--- src/rtl/my_seq_adder_pkg.sv ---
`default_nettype none
// ============================================================================
//  Module      : my_adder_pkg
//  Description : Shared types and helpers for the sequential chunked adder:
//                FSM state encoding, default geometry constants and the
//                signed-overflow rule.
//  Revision    : 1.0 - initial release
// ============================================================================
package my_adder_pkg;

    localparam int DEFAULT_WIDTH = 16;
    localparam int DEFAULT_CHUNK = 4;

    typedef enum logic [1:0] {
        IDLE = 2'd0,
        RUN  = 2'd1,
        DONE = 2'd2
    } state_e;

    // Two's-complement overflow: operands agree in sign, result does not.
    function automatic logic signed_ovf(input logic a_msb,
                                        input logic b_msb,
                                        input logic sum_msb);
        return (a_msb == b_msb) && (sum_msb != a_msb);
    endfunction

endpackage
`default_nettype wire

--- src/rtl/my_seq_adder_if.sv ---
`default_nettype none
// ============================================================================
//  Module      : my_seq_adder_if
//  Description : Start/busy/done handshake and operand/result bundle for
//                my_seq_adder.
//                master : drives start, a, b, cin, sat; observes results
//                slave  : the adder itself
//  Revision    : 1.0 - initial release
// ============================================================================
interface my_seq_adder_if #(
    parameter int WIDTH = 16
);
    logic             start;
    logic [WIDTH-1:0] a;
    logic [WIDTH-1:0] b;
    logic             cin;
    logic             sat;
    logic             busy;
    logic             done;
    logic [WIDTH-1:0] out;
    logic             cout;
    logic             ovf;

    modport master (
        output start, a, b, cin, sat,
        input  busy, done, out, cout, ovf
    );

    modport slave (
        input  start, a, b, cin, sat,
        output busy, done, out, cout, ovf
    );
endinterface
`default_nettype wire

--- src/rtl/my_seq_adder_chunk.sv ---
`default_nettype none
// ============================================================================
//  Module      : my_chunk_adder
//  Description : Combinational CHUNK-bit adder with carry in and carry out.
//  Ports       : a_i, b_i   - CHUNK-bit addends
//                cin_i      - carry in
//                sum_o      - CHUNK-bit sum
//                cout_o     - carry out of the chunk MSB
//  Revision    : 1.0 - initial release
// ============================================================================
module my_chunk_adder #(
    parameter int CHUNK = 4
) (
    input  wire logic [CHUNK-1:0] a_i,
    input  wire logic [CHUNK-1:0] b_i,
    input  wire logic             cin_i,
    output logic      [CHUNK-1:0] sum_o,
    output logic                  cout_o
);

    assign {cout_o, sum_o} = {1'b0, a_i} + {1'b0, b_i} + {{CHUNK{1'b0}}, cin_i};

endmodule
`default_nettype wire

--- src/rtl/my_seq_adder.sv ---
`default_nettype none
// ============================================================================
//  Module      : my_seq_adder
//  Description : Multi-cycle unsigned adder. Adds two WIDTH-bit operands
//                CHUNK bits per clock through a single reused chunk adder,
//                carrying between chunks in a register. Reports raw carry-out
//                and signed overflow; optional unsigned saturation.
//  Ports       : clk  - system clock, rising edge
//                rst  - synchronous reset, active-high
//                bus  - my_seq_adder_if.slave (start/a/b/cin/sat in,
//                       busy/done/out/cout/ovf out)
//  Revision    : 1.0 - initial release
// ============================================================================
import my_adder_pkg::*;

module my_seq_adder #(
    parameter int WIDTH = DEFAULT_WIDTH,
    parameter int CHUNK = DEFAULT_CHUNK
) (
    input  wire logic      clk,
    input  wire logic      rst,
    my_seq_adder_if.slave  bus
);

    localparam int NCHUNK = WIDTH / CHUNK;
    localparam int CNT_W  = (NCHUNK > 1) ? $clog2(NCHUNK) : 1;
    localparam logic [CNT_W-1:0] LAST_CNT = CNT_W'(NCHUNK - 1);

    state_e             state_q, state_d;
    logic [CNT_W-1:0]   cnt_q,   cnt_d;
    logic               carry_q, carry_d;
    logic [WIDTH-1:0]   a_q,     a_d;
    logic [WIDTH-1:0]   b_q,     b_d;
    logic               sat_q,   sat_d;
    logic [WIDTH-1:0]   sum_q,   sum_d;
    logic [WIDTH-1:0]   out_q,   out_d;
    logic               cout_q,  cout_d;
    logic               ovf_q,   ovf_d;

    logic [CHUNK-1:0]   w_a_chunk;
    logic [CHUNK-1:0]   w_b_chunk;
    logic [CHUNK-1:0]   w_csum;
    logic               w_ccout;

    // Select the operand chunk addressed by the counter; the one adder
    // instance is time-shared across all chunk cycles.
    assign w_a_chunk = a_q[int'(cnt_q)*CHUNK +: CHUNK];
    assign w_b_chunk = b_q[int'(cnt_q)*CHUNK +: CHUNK];

    my_chunk_adder #(
        .CHUNK  (CHUNK)
    ) u_chunk_adder (
        .a_i    (w_a_chunk),
        .b_i    (w_b_chunk),
        .cin_i  (carry_q),
        .sum_o  (w_csum),
        .cout_o (w_ccout)
    );

    always_comb begin
        state_d = state_q;
        cnt_d   = cnt_q;
        carry_d = carry_q;
        a_d     = a_q;
        b_d     = b_q;
        sat_d   = sat_q;
        sum_d   = sum_q;
        out_d   = out_q;
        cout_d  = cout_q;
        ovf_d   = ovf_q;

        case (state_q)
            IDLE, DONE: begin
                if (bus.start) begin
                    a_d     = bus.a;
                    b_d     = bus.b;
                    sat_d   = bus.sat;
                    carry_d = bus.cin;
                    cnt_d   = '0;
                    sum_d   = '0;
                    state_d = RUN;
                end else begin
                    state_d = IDLE;
                end
            end
            RUN: begin
                sum_d[int'(cnt_q)*CHUNK +: CHUNK] = w_csum;
                carry_d = w_ccout;
                cnt_d   = cnt_q + CNT_W'(1);
                if (cnt_q == LAST_CNT) begin
                    // sum_d now holds the complete raw sum; w_ccout is the
                    // carry out of the operand MSB.
                    cnt_d   = '0;
                    out_d   = (sat_q && w_ccout) ? {WIDTH{1'b1}} : sum_d;
                    cout_d  = w_ccout;
                    ovf_d   = signed_ovf(a_q[WIDTH-1], b_q[WIDTH-1], sum_d[WIDTH-1]);
                    state_d = DONE;
                end
            end
            default: state_d = IDLE;
        endcase
    end

    always_ff @(posedge clk) begin
        if (rst) begin
            state_q <= IDLE;
            cnt_q   <= '0;
            carry_q <= 1'b0;
            a_q     <= '0;
            b_q     <= '0;
            sat_q   <= 1'b0;
            sum_q   <= '0;
            out_q   <= '0;
            cout_q  <= 1'b0;
            ovf_q   <= 1'b0;
        end else begin
            state_q <= state_d;
            cnt_q   <= cnt_d;
            carry_q <= carry_d;
            a_q     <= a_d;
            b_q     <= b_d;
            sat_q   <= sat_d;
            sum_q   <= sum_d;
            out_q   <= out_d;
            cout_q  <= cout_d;
            ovf_q   <= ovf_d;
        end
    end

    assign bus.busy = (state_q == RUN);
    assign bus.done = (state_q == DONE);
    assign bus.out  = out_q;
    assign bus.cout = cout_q;
    assign bus.ovf  = ovf_q;

endmodule
`default_nettype wire

--- src/flat_wrapper.sv ---
// flat-port wrapper written by rule: the top's interface ports become plain ports
module my_seq_adder_flat 
#(
    parameter int WIDTH = DEFAULT_WIDTH,
    parameter int CHUNK = DEFAULT_CHUNK
)
  (clk, rst, bus_start, bus_a, bus_b, bus_cin, bus_sat, bus_busy, bus_done, bus_out, bus_cout, bus_ovf);
  my_seq_adder_if #(.WIDTH(WIDTH)) bus_i ();
  input  wire logic clk;
  input  wire logic rst;
  input wire logic [$bits(bus_i.start)-1:0] bus_start;
  input wire logic [$bits(bus_i.a)-1:0] bus_a;
  input wire logic [$bits(bus_i.b)-1:0] bus_b;
  input wire logic [$bits(bus_i.cin)-1:0] bus_cin;
  input wire logic [$bits(bus_i.sat)-1:0] bus_sat;
  output wire logic [$bits(bus_i.busy)-1:0] bus_busy;
  output wire logic [$bits(bus_i.done)-1:0] bus_done;
  output wire logic [$bits(bus_i.out)-1:0] bus_out;
  output wire logic [$bits(bus_i.cout)-1:0] bus_cout;
  output wire logic [$bits(bus_i.ovf)-1:0] bus_ovf;
  assign bus_i.start = bus_start;
  assign bus_i.a = bus_a;
  assign bus_i.b = bus_b;
  assign bus_i.cin = bus_cin;
  assign bus_i.sat = bus_sat;
  assign bus_busy = bus_i.busy;
  assign bus_done = bus_i.done;
  assign bus_out = bus_i.out;
  assign bus_cout = bus_i.cout;
  assign bus_ovf = bus_i.ovf;
  my_seq_adder #(.WIDTH(WIDTH), .CHUNK(CHUNK)) u_core (.clk(clk), .rst(rst), .bus(bus_i));
endmodule
--- config.mk ---
export PLATFORM = sky130hd
export DESIGN_NAME = my_seq_adder_flat
export DESIGN_NICKNAME = d
export VERILOG_FILES = /design/src/rtl/my_seq_adder_pkg.sv /design/src/rtl/my_seq_adder_if.sv /design/src/rtl/my_seq_adder_chunk.sv /design/src/rtl/my_seq_adder.sv /design/src/flat_wrapper.sv
export SDC_FILE = /design/constraint.sdc
export NUM_CORES = 1
export LEC_CHECK = 0
export CORE_UTILIZATION = 53
export CTS_CLUSTER_DIAMETER = 50
export DETAILED_ROUTE_END_ITERATION = 7
export PLACE_DENSITY_LB_ADDON = 0.2
export SYNTH_ARGS = -nofsm -noshare
export SYNTH_HDL_FRONTEND = slang
export SYNTH_SLANG_ARGS = --single-unit
--- constraint.sdc ---
create_clock -name clk -period 7.2 [get_ports clk]
set_clock_uncertainty 0.1 [all_clocks]
set_input_delay 1.08 -clock clk [delete_from_list [all_inputs] [get_ports clk]]
set_output_delay 1.08 -clock clk [all_outputs]
set_load 0.03 [all_outputs]
* Yosys cells after proc, flatten, opt, wreduce, memory -nomap -nowiden
Cells that the tools add are included.
** Word-level totals
- Input bits :: 37
- Word-level logic and storage cells :: 45
- Register bits :: 72
** Cells by class
- Reduce and logical (&&, ||, !) cells :: 8
- Shifts and indexed selects :: 4
- Add/subtract/negate cells :: 4
- Muxes and demuxes :: 12
- Eq/ne operators :: 7
** Operators with widths (number)
- 4-bit negation with 33-bit output :: 1
- 4-bit by 33-bit variable shift with 16-bit output, first input constant :: 1
- 4-bit by 33-bit indexed part select with 16-bit output :: 1
- 16-bit two-way mux :: 2
- 16-bit one-hot mux with 2 select lines :: 1
- 16-bit by 5-bit indexed part select with 4-bit output :: 2
- 16-bit bitwise mux :: 1
- 2-bit one-hot mux with 2 select lines :: 2
- 2-bit two-way mux :: 3
- 2-bit AND reduction :: 3
- 4-bit by 4-bit adder with 5-bit output :: 1
- 5-bit by 1-bit adder with 5-bit output :: 1
- 2-bit == test, second input constant :: 2
- 2-bit by 1-bit adder with 2-bit output, second input constant :: 1
- 2-bit by 1-bit == test with 1-bit output, second input constant :: 1
- 1-bit logical AND :: 2
- 2-bit logical NOT :: 1
- 1-bit two-way mux :: 2
- 2-bit by 1-bit inequality test with 1-bit output, second input constant :: 1
- 2-bit inequality test, second input constant :: 1
- 1-bit one-hot mux with 2 select lines :: 1
- 2-bit nonzero test :: 1
- 2-bit OR reduction :: 1
- 1-bit == test :: 1
- 1-bit inequality test :: 1

* Longest topological paths before layout
Gate-level depths: netlist of the first run.
- Word-level depth :: 7
- Mapped depth :: 11

* Hierarchy
From an unflattened synthesis of the first run, not the netlist that was laid out.
** Second synthesis, totals
- Cells, all modules :: 373
- Area, all modules :: 3314.4 sq um
** By module, submodules not included
- my_seq_adder :: cells each 357, area an instance 3170.5 sq um, times used 1
- my_chunk_adder :: cells each 16, area an instance 143.9 sq um, times used 1

* Worst setup path after synthesis of the first run
No wires, ideal clock.
- Path kind :: reg-to-reg
- Start :: register u_core.cnt_q[0]
- End :: register u_core.out_q[10], in the netlist u_core.bus.out[10]
- Path slack :: 4118 ps
- Clock period less this slack :: 3082 ps
- Buffers on the path :: 2
- Library setup time :: 134 ps
- Data arrival time :: 2848 ps
- Stages on the path, launching flop included :: 12
- Cell sequence :: dfxtp_1 buf_2 mux4_2 fa_1 inv_1 fa_1 inv_1 a21oi_1 o21bai_1 a21oi_1 buf_2 a211oi_1
** On the way
- Cells in the longest elaborated chain, start to end :: 6
- Elaborated cells between the ends (all ways) :: 12
- Classes of those cells :: add/sub (3); eq/ne (1); shift (4); mux (2); reduce/logical (2)
** Ends and longest elaborated chain
- start, declared :: RTL line my_seq_adder.sv:30 : logic [CNT_W-1:0] cnt_q, cnt_d;
- start signal, assigned :: RTL line my_seq_adder.sv:118 : cnt_q <= cnt_d;
- 16-bit by 5-bit indexed part select with 4-bit output, on equally long branches :: RTL line my_seq_adder.sv:47, my_seq_adder.sv:48
- 4-bit by 4-bit adder with 5-bit output :: RTL line my_seq_adder_chunk.sv:21 : assign {cout_o, sum_o} = {1'b0, a_i} + {1'b0, b_i} + {{CHUNK{1'b0}}, cin_i};
- 5-bit by 1-bit adder with 5-bit output :: RTL line my_seq_adder_chunk.sv:21
- 4-bit by 33-bit indexed part select with 16-bit output :: RTL line my_seq_adder.sv:87 : sum_d[int'(cnt_q)*CHUNK +: CHUNK] = w_csum;
- 16-bit bitwise mux :: RTL line my_seq_adder.sv:87
- 16-bit two-way mux :: RTL line my_seq_adder.sv:94 : out_d = (sat_q && w_ccout) ? {WIDTH{1'b1}} : sum_d;
- end signal, assigned :: RTL line my_seq_adder.sv:124 : out_q <= out_d;
- end, declared :: RTL line my_seq_adder.sv:36 : logic [WIDTH-1:0] out_q, out_d;
Parallel ways exist; a longest one is shown, timed or not.
A chain may end at the register's enable or synchronous reset.

* Worst setup path after layout of the first run
- Start :: register u_core.state_q[0]
- End :: output bus_busy
** On the way
- Cells in the longest elaborated chain, start to end :: 1
** Ends and longest elaborated chain
- start, declared :: RTL line my_seq_adder.sv:29 : state_e state_q, state_d;
- start signal, assigned :: RTL line my_seq_adder.sv:117 : state_q <= state_d;
- 2-bit by 1-bit == test with 1-bit output :: RTL line my_seq_adder.sv:130 : assign bus.busy = (state_q == RUN);
- end, declared :: RTL line flat_wrapper.sv:16 : output wire logic [$bits(bus_i.busy)-1:0] bus_busy;
No other way between the ends.

==> key figures, run 1 <==
Route
  – WL met2: roughly 3600 um
  – DRC errors left: 0
  – Met1 Routed Length: 3180 um
  – Via/cell ratio: 5.56
  – Total iterations of the first detailed-routing run: 4
  – Final wirelength: 7260 um
  – Initial drt markers: 168
  – Vias: around 2800
  – Met3 Routed Length: about 320 um
  – Antenna Nets Post-Route: 0
  – WL per Instance: about 14 um
  – Top sig layer: met4

Layout
  – Seq. cell area: 1440 sq um
  – Antenna cells: 0
  – Nets: around 480
  – Area grow syn2layout: 23.7%
  – FILL cells: between 400 and 500
  – Multi-input combinational cell area: ~1600 sq um
  – Layout cells sized above 1: 6.96%
  – Layout Cells excl Fill: around 500
  – Post-route core utilization: a little over two thirds

CTS
  – CTS Buffer Depth: 2
  – Clock latency at the later pin of the worst-skew pair: roughly 0.35 ns
  – CTS clk-pin slew, worst paths: 0.07 ns
  – H-tree levels: 3
  – Clk sinks: roughly 70
  – Post-CTS Hold Buffers: 0
  – CTS root buf: clkbuf_8
  – Post_cts resized: 0
  – CTS tree: built
  – CTS buffer count: 9
  – Setup Buffers After CTS: 0

STA
  – Slew Limit Fails: 0
  – Tmin final: around 3.5 ns
  – Post-route setup TNS: 0 ns
  – Worst Tran Pin Value: between 1 and 1.5 ns
  – Final setup fails: 0
  – Part of the cycle the worst path needs: about half
  – Final hold vios: 0
  – RSZ-0062 raised after global routing: no
  – Max transition margin: 21.4%
  – Upper clock frequency limit: about 280 MHz

Placed design
  – Dpl hpwl: about 4900 um
  – IO buf count: 56
  – RD Place Congestion: ~0.83
  – Placed cell count: just under 500

Synth
  – Area leader, netlist: dfxtp_1
  – Mean area per synthesized cell: between 8 and 9 sq um
  – Sequential area share after synthesis: between 40% and 50%
  – Synth area leaders: dfxtp_1, nand2_1, a21oi_1
  – Post-synth EDFFs: 0
  – Syn Inst Count: between 300 and 400
  – Synthesized net count: approximately 430
  – Ys async rst share: 0%
  – Synth Cell Area: 3210 sq um
  – Top cell type's share of synthesized area: 45.0%
  – Yosys reg bits: 72
  – Distinct cell type count after synthesis: 33
  – Synth warnings: 0
  – Top FF cell, synth: dfxtp_1

Setup path
  – Number of buffer and inverter stages on the critical path: 2
  – CP peak stage delay: 0.76 ns
  – Worst-path maximum fanout: 15
  – Slowest cell on the critical path: clkdlybuf4s50_1
  – Crit path max-delay family: buffers and inverters
  – CP Capture Type: primary output
  – Worst EP required: roughly 6 ns
  – WS Path Type: flop to primary output
  – CP Cell Sequence: nand2b_1, inv_1, clkdlybuf4s50_1
  – Startpoint Class: flop
  – CP Data Arrival Time: ~2.4 ns

Die
  – Die footprint: between 6000 and 7000 sq um
  – Die Wd: 79.8 um
  – Row Count: 27
  – Core area: roughly 5700 sq um
  – Height of the die: roughly 80 um
  – Num ports: 57
  – Starting Density: between 50% and 60%

Min path
  – Class of the worst hold path: flop to flop

Power and ir drop
  – P_leak: 1.43 nW
  – Pwr Total: 0.000838 W
  – Peak VDD IR: 139 uV
  – PD cells: about 210 nW/um^2

GRT
  – Remaining global-route overflow: 0
  – Global-route usage over all layers: between 20% and 30%
  – Largest net degree at the start of global routing: 73
  – Antenna violations before repair: 0
  – Global-route wire length before repair: approximately 12000 um
  – Vias in the first global route: approximately 2700

Status
  – Status: complete, no violations

Job
  – Max-cap viol count: 0
sequential cells by signal (all words and copies together), names as in the netlist:
| signal | flops |
|---|---|
| u_core.a_q | 16 |
| u_core.b_q | 16 |
| u_core.carry_q | 1 |
| u_core.bus.cout | 1 |
| u_core.sum_q | 16 |
| u_core.bus.ovf | 1 |
| u_core.state_q | 2 |
| u_core.bus.out | 16 |
| u_core.cnt_q | 2 |
| u_core.sat_q | 1 |
through the flow:
stage                     cell area (sq um)  setup WS, ns  hold WS [ns]
after floorplan                        3210          4.12         0.332
after global placement                 3770          3.92         0.343
after detailed placement               3770          3.86         0.347
after CTS                              3960          3.68         0.357
after global routing                   3960          3.56         0.378
final                                  3960          3.67         0.357
cells in the final DEF (no fill, tap or decap), drive strengths merged, types with 3 or more instances in the layout:
cell and count:
dfxtp 72, nand3 8, nor3 3, nand4 4, a311oi 4, nand2b 7
a31oi 12, ha 9, inv 9, clkdlybuf4s50 55, buf 5, nor2b 17
a21oi 51, clkbuf 13, a211oi 13, mux4 8, nor2 46, nand2 73
a2bb2oi 3
worst register-to-register path, delay by kind of cell, from the launching register on:
family          cells  cell delay [ns]
compound gates      3             0.63
mux                 1             0.59
fa+ha+maj           1             0.37
simple gates        2             0.80
flops               1             0.84
where the power goes:
group | internal [W] | switching, W
Sequential | 0.000412 | 0.0000116
Combinational | 0.0000488 | 0.0000590
Clock | 0.000160 | 0.000147
Total | 0.000621 | 0.000217
cells in the mapped netlist (4+ instances only):
cell type and n:
dfxtp_1 72, clkbuf_1 22, a21oi_1 51, nand2b_1 7, nand4_1 4, nand3_1 8, a211oi_1 13, a31oi_1 12
inv_1 9, mux4_2 7, ha_1 9, nor2b_1 17, buf_2 5, nand2_1 73, nor2_1 46
path summary, 6_finish.rpt:
kind                                   startpoint                 end  slack [ns]  cells past startpoint
worst max-delay path            u_core.state_q[0]            bus_busy        3.67                      3
worst min-delay path                u_core.a_q[4]       u_core.a_q[4]        0.36                      2
worst max register to register    u_core.cnt_q[0]  u_core.bus.out[11]        3.78                      7
worst min register to register      u_core.a_q[4]       u_core.a_q[4]        0.36                      2
layer usage:
layer	track usage, %	vias to the layer above
met3	6.17	15
li1	-	1392
met2	43.2	72
met1	30.5	1316
met5	0	-
met4	11.8	0
layout make-up:
class,count,area share [%]
clock buffer,13,4.51
timing repair buffer,60,14.8
inverter,9,0.852
clock inverter,2,0.316
tap,72,2.27
sequential,72,36.4
multi-input combinational,275,40.9
logic make-up (layout without fill, tap and decap cells):
kind of cell | count (synthesis) | after routing | share of synthesized area [%]
multiplexers | 8 | 8 | 5.74
flip-flops | 72 | 72 | 45.0
XOR/XNOR | 1 | 1 | 0.273
AO/OA/AOI/OAI | 89 | 89 | 16.7
adder cells (fa/ha/maj) | 11 | 11 | 4.76
AND/OR/NAND/NOR | 166 | 166 | 23.0
buffers and inverters | 37 | 84 | 4.53
No activity file was read; power rests on OpenSTA's default activity.
==> inputs of run 2 (changes only) <==
CORE_UTILIZATION = 47   (was 53)
clock period = 3 ns   (was 7.2 ns; I/O delays follow)
==> run 2 against run 1 <==
  * Total power increased by 130%
  * Critical path type is now flop to flop
  * Combinational power increased to 2.6 times the previous value
  * Core utilization decreased by 7.2 points
  * Global-route usage decreased by 3.1 points
  * Largest power group unchanged
  * Sequential cell count unchanged
  * Wire length decreased by 0.25%
  * Critical path depth increased by 5
  * Die area increased by 12%
  * Non-clock buffer count increased by 8
  * Setup slack got worse by 3.5 ns
==> key figures, run 2 (synthesis gave the netlist of run 1 again) <==
Die
  – Num ports: 57 (unchanged)
  – Height of the die: 84.6 um (was 79.8 um)
  – Die footprint: 7150 sq um (was 6360 sq um)
  – Row Count: 29 (was 27)
  – Die Wd: 84.6 um (was 79.8 um)
  – Starting Density: 49.6% (was 56.5%)
  – Core area: 6460 sq um (was 5680 sq um)

STA
  – Final setup fails: 0 (unchanged)
  – Upper clock frequency limit: roughly 350 MHz
  – Max transition margin: 56.9% (was 21.4%)
  – Slew Limit Fails: 0 (unchanged)
  – Post-route setup TNS: 0 ns (unchanged)
  – Part of the cycle the worst path needs: a little over nine tenths
  – Worst Tran Pin Value: 0.646 ns (was 1.17 ns)
  – Final hold vios: 0 (unchanged)
  – Tmin final: 2.86 ns
  – RSZ-0062 raised after global routing: no (unchanged)

GRT
  – Antenna violations before repair: 0 (unchanged)
  – Remaining global-route overflow: 0 (unchanged)
  – Global-route wire length before repair: 12600 um (was 12300 um)
  – Vias in the first global route: 2769 (was 2657)
  – Largest net degree at the start of global routing: 46 (was 73)
  – Global-route usage over all layers: 22.5% (was 25.6%)

Setup path
  – Worst EP required: 3.17 ns (was 6.02 ns)
  – CP Launch Point: u_core.cnt_q[0] (was u_core.state_q[0])
  – CP Capture Type: flop (was primary output)
  – Startpoint Class: flop (unchanged)
  – Worst-path maximum fanout: 18 (was 15)
  – FF-to-FF Start: u_core.cnt_q[0] (unchanged)
  – CP Data Arrival Time: 3.02 ns (was 2.35 ns)
  – WS Path Type: flop to flop (was flop to primary output)
  – FF-to-FF path depth: 8 (was 7)

Min path
  – HP Start: u_core.sum_q[0] (was u_core.a_q[4])
  – WHS Path Cells: 2 (unchanged)
  – Class of the worst hold path: flop to flop (unchanged)

Power and ir drop
  – Peak VDD IR: 337 uV (was 139 uV)
  – PD cells: 487 nW/um^2 (was 211 nW/um^2)
  – Pwr Total: 0.00197 W (was 0.000838 W)
  – P_leak: 1.46 nW (was 1.43 nW)

Route
  – Initial drt markers: 139 (was 168)
  – Final wirelength: 7240 um (was 7260 um)
  – Antenna Nets Post-Route: 0 (unchanged)
  – Total iterations of the first detailed-routing run: 6 (was 4)
  – DRC errors left: 0 (unchanged)
  – Via/cell ratio: 5.40 (was 5.56)
  – Vias: 2792 (was 2795)
  – WL per Instance: 14.0 um (was 14.4 um)

CTS
  – CTS Buffer Depth: 2 (unchanged)
  – CTS root buf: clkbuf_8 (unchanged)
  – Clk sinks: 72 (unchanged)
  – Clock latency at the later pin of the worst-skew pair: 0.35 ns (about the same)
  – CTS tree: built (unchanged)
  – H-tree levels: 3 (unchanged)
  – CTS clk-pin slew, worst paths: 0.08 ns (was 0.07 ns)
  – CTS buffer count: 9 (unchanged)
  – Setup Buffers After CTS: 0 (unchanged)

Layout
  – Nets: 483 (was 475)
  – Layout cells sized above 1: 9.09% (was 6.96%)
  – Layout Cells excl Fill: 517 (was 503)
  – Antenna cells: 0 (unchanged)
  – Commonest non-fill, non-tap cells in the layout: nand2_1, dfxtp_1, clkdlybuf4s50_1 (unchanged)
  – Most common cell after layout, fill and taps aside: nand2_1 (unchanged)
  – Area grow syn2layout: 26.2% (was 23.7%)

Placed design
  – Placed cell count: 501 (was 488)
  – RD Place Congestion: 0.818 (was 0.832)
  – IO buf count: 56 (unchanged)
  – Dpl hpwl: 4940 um (was 4860 um)

Job
  – Max-cap viol count: 0 (unchanged)

Status
  – Status: complete, no violations (unchanged)
-- run 2: cell types whose count changed in the layout (fill, tap and decap cells not counted) --
| cell | change |
|---|---|
| clkbuf_1 | +1 |
| nor2b_2 | +1 |
| clkbuf_8 | -3 |
| nor2b_1 | -1 |
| clkinvlp_4 | +2 |
| clkinv_2 | +1 |
| a21oi_1 | -1 |
| buf_4 | +6 |
| a21oi_2 | +1 |
| buf_12 | +2 |
-- run 2: cell type report --
type	count	area, sq um
clock buffer	11	141
clock inverter	5	32.5
fill	596	2410
inverter	9	33.8
multi-input combinational	275	1630
sequential	72	1440
tap	77	96.3
timing repair buffer	68	671
-- run 2: routing by layer --
metal	global-route usage, %	wire [um]
met5	0	0
met4	6.63	110
met3	7.96	332
met2	38.7	3600
met1	26.3	3200
-- run 2: worst max-delay path, cell delays in order, from the launching register on --
cell and delay, ns:
dfxtp_1 0.36, buf_12 0.17, mux4_2 0.52, ha_1 0.37
a21oi_1 0.21, a21oi_1 0.13, o31a_1 0.33, or3_1 0.32
a311oi_2 0.24
-- run 2: timing repair --
item,CTS,global route
setup endpoints to repair,0,5
gates resized for setup,0,1
hold buffers,0,0
-- run 2: worst paths after layout --
| kind | endpoint | slack (ns) |
|---|---|---|
| min reg2reg | u_core.sum_q[0] | 0.35 |
| max | u_core.bus.ovf | 0.14 |
| min | u_core.sum_q[0] | 0.35 |
| max reg2reg | u_core.bus.ovf | 0.14 |
-- run 2: per-stage QoR --
step / area (sq um) / setup slack, ns / hold slack, ns / util [%]
3_3_place_gp: 3870 / 0.197 / 0.340 / 59.9
6_report: 4040 / 0.143 / 0.351 / 62.6
5_1_grt: 4040 / 0.0173 / 0.373 / 62.6
3_5_place_dp: 3870 / 0.135 / 0.344 / 59.9
4_1_cts: 4040 / 0.121 / 0.354 / 62.6
2_1_floorplan: 3210 / 0.0290 / 0.332 / -
-- run 2: report_power, final --
group          total [W]  switching, W  internal [W]  leakage [nW]
registers        0.00101     0.0000196      0.000988         0.586
logic           0.000281      0.000153      0.000127         0.791
clock network   0.000679      0.000359      0.000319        0.0813
==> inputs of run 3 (changes only) <==
ABC_CLOCK_PERIOD_IN_PS = 3050   (was not set)
CORE_UTILIZATION = 52   (was 47)
GPL_TIMING_DRIVEN = 0   (was not set)
clock period = 3.05 ns   (was 3 ns; I/O delays follow)
==> run 3 against run 2 <==
  * Die area down 9.4%
  * Non-clock buffer count up 18
  * Final area up 1.4%
  * Critical path type unchanged
  * Largest power group unchanged
==> key figures, run 3 (synthesis gave the netlist of run 1 again) <==
Status
  – Status: complete, no violations (unchanged)

Route
  – Initial drt markers: 162 (was 139)
  – Vias: 2883 (was 2792)
  – Antenna Nets Post-Route: 0 (unchanged)
  – Final wirelength: 7840 um (was 7240 um)
  – Via/cell ratio: 5.43 (was 5.40)
  – WL per Instance: 14.8 um (was 14.0 um)
  – DRC errors left: 0 (unchanged)
  – Total iterations of the first detailed-routing run: 4 (was 6)

STA
  – Tmin final: 2.91 ns (was 2.86 ns)
  – Upper clock frequency limit: 344 MHz (was 350 MHz)
  – Final hold vios: 0 (unchanged)
  – Final setup fails: 0 (unchanged)
  – Slew Limit Fails: 0 (unchanged)
  – Worst Tran Pin Value: 0.637 ns (was 0.646 ns)
  – Part of the cycle the worst path needs: 95.4% (was 95.2%)
  – Max transition margin: 57.4% (was 56.9%)
  – Post-route setup TNS: 0 ns (unchanged)
  – Final hold slack: 0.351 ns (about the same)
  – Fin worst setup slack: 0.140 ns (was 0.143 ns)

Placed design
  – Placed cell area: 3850 sq um (was 3870 sq um)
  – RD Place Congestion: 0.897 (was 0.818)
  – IO buf count: 55 (was 56)
  – DP Worst Slack: -0.518 ns (was 0.135 ns)
  – Dpl hpwl: 5610 um (was 4940 um)

Die
  – Die footprint: 6480 sq um (was 7150 sq um)
  – Starting Density: 54.1% (was 49.6%)
  – Height of the die: 80.5 um (was 84.6 um)
  – Num ports: 57 (unchanged)
  – Row Count: 28 (was 29)
  – Die Wd: 80.5 um (was 84.6 um)
  – Core area: 5920 sq um (was 6460 sq um)

GRT
  – Global-route wire length before repair: 12800 um (was 12600 um)
  – Global-route usage over all layers: 26.7% (was 22.5%)
  – Largest net degree at the start of global routing: 11 (was 46)
  – Antenna violations before repair: 0 (unchanged)
  – Vias in the first global route: 2816 (was 2769)
  – Remaining global-route overflow: 0 (unchanged)

Layout
  – Antenna cells: 0 (unchanged)
  – Post-route core utilization: 69.3% (was 62.6%)
  – Layout cells sized above 1: 8.11% (was 9.09%)
  – Commonest non-fill, non-tap cells in the layout: nand2_1, dfxtp_1, clkdlybuf4s50_1 (unchanged)
  – Nets: 501 (was 483)
  – Area grow syn2layout: 27.9% (was 26.2%)
  – Final Cell Area: 4100 sq um (was 4040 sq um)
  – Most common cell after layout, fill and taps aside: nand2_1 (unchanged)

Job
  – Max-cap viol count: 0 (unchanged)

Power and ir drop
  – PD cells: 480 nW/um^2 (was 487 nW/um^2)
  – P_leak: 1.48 nW (was 1.46 nW)
  – Peak VDD IR: 476 uV (was 337 uV)

CTS
  – Clock latency at the later pin of the worst-skew pair: 0.35 ns (about the same)
  – CTS tree: built (unchanged)
  – Post-CTS Hold Buffers: 0 (unchanged)
  – H-tree levels: 3 (unchanged)
  – CTS root buf: clkbuf_8 (unchanged)
  – Clk sinks: 72 (unchanged)
  – CTS Buffer Depth: 2 (unchanged)
  – CTS buffer count: 9 (unchanged)
  – CTS clk-pin slew, worst paths: 0.07 ns (was 0.08 ns)

Setup path
  – Worst EP required: 3.17 ns (about the same)
  – Startpoint Class: flop (unchanged)
  – CP Capture Type: flop (unchanged)
  – WS Path Type: flop to flop (unchanged)
  – CP Data Arrival Time: 3.03 ns (was 3.02 ns)
  – Worst-path maximum fanout: 10 (was 18)

Min path
  – Class of the worst hold path: flop to flop (unchanged)
==> run 3: cell count changes in the layout (fill, tap and decap cells not counted), moves of 2 or more <==
cell	change
buf_2	+2
clkinvlp_4	-3
buf_12	-2
buf_4	-7
clkbuf_8	+2
clkinv_2	-2
clkbuf_1	+22
==> run 3: path summary, 6_finish.rpt <==
kind / slack (ns) / cells after the start / startpoint / endpoint
worst max-delay path: 0.14 / 11 / u_core.cnt_q[0] / u_core.bus.out[7]
worst min-delay path: 0.35 / 2 / u_core.b_q[10] / u_core.b_q[10]
worst max register to register: 0.14 / 11 / u_core.cnt_q[0] / u_core.bus.out[7]
worst min register to register: 0.35 / 2 / u_core.b_q[10] / u_core.b_q[10]
==> run 3: where the power goes <==
| group | switching (W) | internal (W) |
|---|---|---|
| Combinational | 0.000162 | 0.000125 |
| Clock | 0.000334 | 0.000354 |
| Sequential | 0.0000195 | 0.000973 |
==> run 3: layout make-up <==
class | instances | area (sq um)
Buffer | 28 | 129
Timing Repair Buffer | 58 | 573
Clock buffer | 14 | 173
Multi-Input combinational cell | 275 | 1650
Tap cell | 75 | 93.8
Sequential cell | 72 | 1450
Fill cell | 488 | 1820
Inverter | 9 | 33.8
==> run 3: metal layers <==
layer / wire (um) / GRT usage, % / up-vias / share of wire [%]
li1: - / - / 1446 / -
met1: 3340 / 30.0 / 1340 / 43
met2: 4000 / 48.2 / 74 / 51
met3: 244 / 4.55 / 23 / 3.1
met4: 255 / 13.2 / 0 / 3.3
met5: 0 / 0 / - / 0
==> run 3: through the flow <==
| step | power [W] | cells |
|---|---|---|
| after floorplan | 0.00118 | 384 |
| after global placement | 0.00128 | 514 |
| after detailed placement | 0.00128 | 514 |
| after CTS | 0.00196 | 529 |
| after global routing | 0.00204 | 531 |
| final | 0.00197 | 531 |
==> run 3: repair_timing <==
item / CTS / global route
setup endpoints to repair: 27 / 23
buffers inserted: 1 / 2
resized for setup: 7 / 8
pin swaps: 1 / 1
==> run 3: critical path: stages (launching register included) <==
cell	delay (ns)
dfxtp_4	0.38
buf_8	0.16
mux4_2	0.53
fa_1	0.44
inv_1	0.08
fa_1	0.20
inv_1	0.05
a21oi_1	0.18
o21bai_2	0.13
a21oi_4	0.25
buf_4	0.20
a311oi_1	0.09
